**config.mk**
```make
export PLATFORM = sky130hd
export DESIGN_NAME = button_event_decoder
export DESIGN_NICKNAME = d
export VERILOG_FILES = /design/src/rtl/button_event_decoder_pkg.sv /design/src/rtl/button_event_decoder_ms_tick_gen.sv /design/src/rtl/button_event_decoder.sv
export SDC_FILE = /design/constraint.sdc
export NUM_CORES = 1
export LEC_CHECK = 0
export ABC_AREA = 1
export CAP_MARGIN = 20
export CORE_ASPECT_RATIO = 1.25
export CORE_MARGIN = 2
export CORE_UTILIZATION = 59
export CTS_BUF_LIST = sky130_fd_sc_hd__clkbuf_4 sky130_fd_sc_hd__clkbuf_8
export DETAILED_ROUTE_END_ITERATION = 10
export GPL_TIMING_DRIVEN = 0
export PLACE_DENSITY = 0.8
export SLEW_MARGIN = 20
export SYNTH_ARGS = -nofsm -noshare
export SYNTH_HDL_FRONTEND = slang
export SYNTH_SLANG_ARGS = --single-unit
```
**constraint.sdc**
```tcl
create_clock -name clk -period 1.9 [get_ports clk]
set_input_delay 0.38 -clock clk [delete_from_list [all_inputs] [get_ports clk]]
set_output_delay 0.38 -clock clk [all_outputs]
set_load 0.02 [all_outputs]
```
**src/rtl/button_event_decoder_pkg.sv**
```systemverilog
// Shared definitions for the button event decoder: FSM state encoding and the
// default timing constants that are also used by the debouncer top.
package button_event_decoder_pkg;

  typedef enum logic [2:0] {
    IDLE      = 3'd0,
    HELD1     = 3'd1,
    WAIT2     = 3'd2,
    HELD2     = 3'd3,
    LONG_HELD = 3'd4
  } btn_state_e;

  localparam int DEF_TICK_DIV  = 50000;
  localparam int DEF_LONG_MS   = 800;
  localparam int DEF_DBL_MS    = 300;
  localparam int DEF_REPEAT_MS = 150;
  localparam int DEF_CNT_W     = 12;

  function automatic logic state_is_busy(input btn_state_e s);
    return (s != IDLE);
  endfunction

endpackage

```
**src/rtl/button_event_decoder_ms_tick_gen.sv**
```systemverilog
// 1 ms timebase prescaler: counts 0..TICK_DIV-1 and flags a tick on the wrap
// cycle. clr restarts the count so timeouts are measured from state entry.
module ms_tick_gen #(
  parameter int TICK_DIV = 50000
) (
  input  logic clk,
  input  logic rst,
  input  logic clr,
  output logic tick
);

  localparam int PW = (TICK_DIV > 1) ? $clog2(TICK_DIV) : 1;
  localparam logic [PW-1:0] PRE_MAX = PW'(TICK_DIV - 1);

  logic [PW-1:0] pre_q;
  logic [PW-1:0] pre_d;

  always_comb begin
    tick  = (pre_q == PRE_MAX);
    pre_d = pre_q + PW'(1);
    if (clr || tick) begin
      pre_d = '0;
    end
  end

  always_ff @(posedge clk) begin
    if (rst) begin
      pre_q <= '0;
    end else begin
      pre_q <= pre_d;
    end
  end

endmodule

```
**src/rtl/button_event_decoder.sv**
```systemverilog
// Classifies debounced button presses into single / double / long events.
// Optional auto-repeat while long-held is built when BTN_REPEAT_EN is defined.
module button_event_decoder
  import button_event_decoder_pkg::*;
#(
  parameter int TICK_DIV  = DEF_TICK_DIV,
  parameter int LONG_MS   = DEF_LONG_MS,
  parameter int DBL_MS    = DEF_DBL_MS,
  parameter int REPEAT_MS = DEF_REPEAT_MS,
  parameter int CNT_W     = DEF_CNT_W
) (
  input  logic clk,
  input  logic rst,
  input  logic press_pulse,
  input  logic btn_level,
  output logic single_o,
  output logic double_o,
  output logic long_o,
  output logic repeat_o,
  output logic busy
);

  if (LONG_MS >= 2**CNT_W || DBL_MS >= 2**CNT_W || REPEAT_MS >= 2**CNT_W ||
      REPEAT_MS < 1 || TICK_DIV < 1) begin : g_cfg_err
    $error("button_event_decoder: timing parameter out of range");
  end

  localparam logic [CNT_W-1:0] LONG_C  = CNT_W'(LONG_MS);
  localparam logic [CNT_W-1:0] DBL_C   = CNT_W'(DBL_MS);
  localparam logic [CNT_W-1:0] CNT_MAX = '1;

  btn_state_e       state_q, state_d;
  logic [CNT_W-1:0] ms_q, ms_d;
  logic             tick;
  logic             clr;
  logic             single_q, single_d;
  logic             double_q, double_d;
  logic             long_q, long_d;
  logic             repeat_d;

  ms_tick_gen #(
    .TICK_DIV(TICK_DIV)
  ) u_ms_tick_gen (
    .clk  (clk),
    .rst  (rst),
    .clr  (clr),
    .tick (tick)
  );

`ifdef BTN_REPEAT_EN
  // Fires on the tick that would carry ms to REPEAT_MS, so the pulse lands
  // exactly REPEAT_MS ms after entry/previous repeat once registered.
  localparam logic [CNT_W-1:0] REP_PRE = CNT_W'(REPEAT_MS - 1);
  logic repeat_q;
`endif

  always_comb begin
    state_d  = state_q;
    single_d = 1'b0;
    double_d = 1'b0;
    long_d   = 1'b0;
    repeat_d = 1'b0;
    case (state_q)
      IDLE: begin
        if (press_pulse) state_d = HELD1;
      end
      HELD1: begin
        if (!btn_level) begin
          state_d = WAIT2;
        end else if (ms_q == LONG_C) begin
          long_d  = 1'b1;
          state_d = LONG_HELD;
        end
      end
      WAIT2: begin
        if (press_pulse) begin
          double_d = 1'b1;
          state_d  = HELD2;
        end else if (ms_q == DBL_C) begin
          single_d = 1'b1;
          state_d  = IDLE;
        end
      end
      HELD2: begin
        if (!btn_level) state_d = IDLE;
      end
      LONG_HELD: begin
        if (!btn_level) begin
          state_d = IDLE;
        end
`ifdef BTN_REPEAT_EN
        else if (tick && ms_q == REP_PRE) begin
          repeat_d = 1'b1;
        end
`endif
      end
      default: state_d = IDLE;
    endcase

    // Every state change (and every repeat) restarts the whole timebase.
    clr  = (state_d != state_q) || repeat_d;
    ms_d = ms_q;
    if (clr) begin
      ms_d = '0;
    end else if (tick && ms_q != CNT_MAX) begin
      ms_d = ms_q + CNT_W'(1);
    end
  end

  always_ff @(posedge clk) begin
    if (rst) begin
      state_q  <= IDLE;
      ms_q     <= '0;
      single_q <= 1'b0;
      double_q <= 1'b0;
      long_q   <= 1'b0;
    end else begin
      state_q  <= state_d;
      ms_q     <= ms_d;
      single_q <= single_d;
      double_q <= double_d;
      long_q   <= long_d;
    end
  end

`ifdef BTN_REPEAT_EN
  always_ff @(posedge clk) begin
    if (rst) begin
      repeat_q <= 1'b0;
    end else begin
      repeat_q <= repeat_d;
    end
  end
  assign repeat_o = repeat_q;
`else
  assign repeat_o = 1'b0;
`endif

  assign single_o = single_q;
  assign double_o = double_q;
  assign long_o   = long_q;
  assign busy     = state_is_busy(state_q);

endmodule

```
==> impl_metrics.py <==
metrics = {
    "clocking": {
        "htreeDepth": 2,
        "clock_path_buffers": 2,
        "cts_root_buf": "clkbuf_8",
        "clk_pin_slew_ns": 0.07,
        "cts_tree": "built",
        "cts.sinks": 34,
        "clock_latency_ns": 0.29,
        "numCtsBuffers": 5,
    },
    "global_route": {
        "grt_overflow": 0,
        "grt_max_degree": 12,
        "grt_antenna_before_repair": 0,
        "grt_pass1_vias": 1597,
        "grtUsageTotal_pct": 23.33,
        "grt_pass1_wl_um": 6306,
    },
    "floorplanning": {
        "pin_count": 9,
        "dieArea_sq_um": 3730,
        "initial_utilization_pct": 60.67,
        "die_h_um": 67.79,
        "rows": 23,
        "die_w_um": 55.03,
        "core_sq_um": 3166,
    },
    "job": {
        "cap_viol_max_count": 0,
    },
    "routing": {
        "wl_per_cell_um": 10.79,
        "drt-initial-drc-count": 49,
        "routed_via_density": 4.930,
        "dr.pass1.iters": 4,
        "dr_total_vias": 1696,
        "routed_wl_um": 3712,
        "ant_nets": 0,
        "drcViolationCount": 0,
    },
    "critical_path": {
        "crit_top_cell": "nor2_1",
        "required_ns": 2.13,
        "slowest_stage": "dfxtp_1",
        "end_kind": "register",
        "critical_path_arrival_ns": 1.93,
        "crit_path_cell_trace": "ha_1 -> nand3_1 -> nor2_1 -> nand3_2 -> buf_8 -> o21ai_0 -> inv_1 -> nor2_1",
        "path_depth": 8,
        "crit_buf_inv": 2,
        "cp-start-kind": "register",
        "criticalPathCategory": "reg2reg",
        "critPathTopFamily": "simple AND/OR/NAND/NOR gates",
        "cp_max_fo": 10,
        "reg2reg_depth": 8,
        "cpPeakStageDelay_ns": 0.36,
    },
    "synthesis": {
        "ys_types": 23,
        "syn_avg_cell_area_sq_um": 6.555,
        "ys_warn_count": 0,
        "ys_ff_latch": 34,
        "synthCells": 293,
        "yosysSeqAreaShare_pct": 35.44,
        "synthesis.nets": 300,
        "syn-cell-area_sq_um": 1921,
    },
    "hold_path": {
        "hp-class": "reg2reg",
        "min_path_cells": 1,
    },
    "sta": {
        "rsz0062_at_grt": "false",
        "finalCriticalPeriod_ns": 1.707,
        "setup_viol": 0,
        "max_freq_ghz": 0.5857,
        "fin_crit_sh_pct": 89.86,
        "hold_violations": 0,
        "drv_slew": 0,
        "skew_ns": 0.006886,
        "tns_ns": 0,
    },
    "finish": {
        "finalNonFillerCells": 344,
        "fill_cells": 288,
        "n_antenna_cell": 0,
        "area_growth_syn_to_layout_pct": 12.05,
        "drive_above_1_share_pct": 11.07,
        "fin_nets": 313,
    },
    "power": {
        "ir_worst_vdd_uv": 509.1,
        "p_leak_nw": 0.8413,
        "p_per_area_nw_per_um2": 641.2,
        "finalPower_mw": 1.380,
    },
    "place": {
        "hpwl_um": 2654,
        "place_inst": 337,
        "portBuffers": 7,
        "gp_congestion": 0.8224,
    },
    "status": {
        "outcome": "finished, final reports clean",
    },
}
## worst reg2reg max path, cell delays in order, from the launching register on
cell and delay (ns):
dfxtp_1 0.36, ha_1 0.19, nand3_1 0.19, nor2_1 0.22
nand3_2 0.19, buf_8 0.19, o21ai_0 0.14, inv_1 0.07
nor2_1 0.10
## cell usage in the layout (no fill, tap or decap)
cell / count
nand3_1: 17
a31oi_1: 1
inv_1: 46
buf_4: 1
nor3_2: 1
clkbuf_8: 6
nand2_1: 74
buf_8: 1
conb_1: 1
nand4_1: 5
inv_2: 3
nor2_1: 49
a21oi_1: 2
dfxtp_4: 1
ha_4: 1
xor2_1: 19
nor3_1: 10
dfxtp_2: 1
ha_1: 2
nor4_1: 1
buf_6: 1
xnor2_1: 4
clkdlybuf4s50_1: 6
clkinvlp_4: 1
dfxtp_1: 32
clkinv_2: 1
nor2_2: 13
nand2_2: 2
o21ai_0: 3
dlymetal6s2s_1: 1
nand3_2: 1
## metal layers
| layer | global-route usage [%] | share of wire, % |
|---|---|---|
| met4 | 14.02 | 3.0 |
| met2 | 39.73 | 53 |
| met5 | 0 | 0 |
| met1 | 25.07 | 42 |
| met3 | 5.973 | 2.8 |
## state kept, by name, summed over array words and instances, names as in the netlist
signal / cells
u_ms_tick_gen.pre_q: 16
double_o: 1
state_q: 3
single_o: 1
long_o: 1
ms_q: 12
## cells in the mapped netlist
cell type	number	area share, %
nor2_1	49	9.6
inv_2	3	0.59
conb_1	1	0.20
dfxtp_1	34	35
nor4_1	1	0.33
ha_1	3	2.0
a31oi_1	1	0.33
buf_8	1	0.78
buf_6	1	0.59
buf_2	1	0.26
o21ai_0	3	0.78
nand3_1	17	4.4
nand3_2	1	0.52
a21oi_1	2	0.52
xor2_1	19	8.7
nand2_1	74	14
nand2_2	2	0.65
inv_1	46	9.0
buf_4	1	0.39
nor3_1	11	2.9
nor2_2	13	4.2
nand4_1	5	1.6
xnor2_1	4	1.8
## final timing paths
path / from / to / slack, ns
max: u_ms_tick_gen.pre_q[0] / ms_q[2] / 0.19
min: u_ms_tick_gen.pre_q[0] / u_ms_tick_gen.pre_q[0] / 0.45
max reg2reg: u_ms_tick_gen.pre_q[0] / ms_q[2] / 0.19
min reg2reg: u_ms_tick_gen.pre_q[0] / u_ms_tick_gen.pre_q[0] / 0.45
## repair_timing
item	CTS	global route
setup endpoints to repair	0	23
buffers inserted	0	0
resized for setup	0	7
endpoints found under the hold margin	0	0
hold buffers	0	0
## power breakdown
part / total [mW] / internal [mW] / switching (mW)
clock: 0.576 / 0.291 / 0.284
combinational: 0.0803 / 0.0289 / 0.0514
sequential: 0.724 / 0.718 / 0.00628
total: 1.38 / 1.04 / 0.342
## area by class of cell
cell class	count	area (sq um)	area share, %
Multi-Input combinational cell	206	1035	48.08
Sequential cell	34	685.7	31.86
Inverter	49	183.9	8.547
Clock buffer	6	82.58	3.837
Timing Repair Buffer	7	72.57	3.372
Tap cell	37	46.29	2.151
Buffer	3	33.78	1.570
Clock inverter	2	12.51	0.5814
## cells by family after synthesis
family | after synthesis | share of synthesized area [%]
simple gates | 173 | 38.70
buf+inv | 53 | 11.60
flops | 34 | 35.44
xor+xnor | 23 | 10.49
compound gates | 6 | 1.629
fa+ha+maj | 3 | 1.955
other cells | 1 | 0.1953
## per-stage QoR
stage	setup slack (ns)	instance area [sq um]	utilization, %	hold WS, ns
finish	0.1927	2152	67.98	0.4519
global route	0.03579	2152	67.98	0.4787
CTS	0.06118	2132	67.35	0.4564
detailed placement	-0.1847	2037	64.35	0.4432
global placement	-0.1455	2037	64.35	0.4298
floorplan	0.3610	1921	-	0.4176
(Power assumes the default switching activity.)
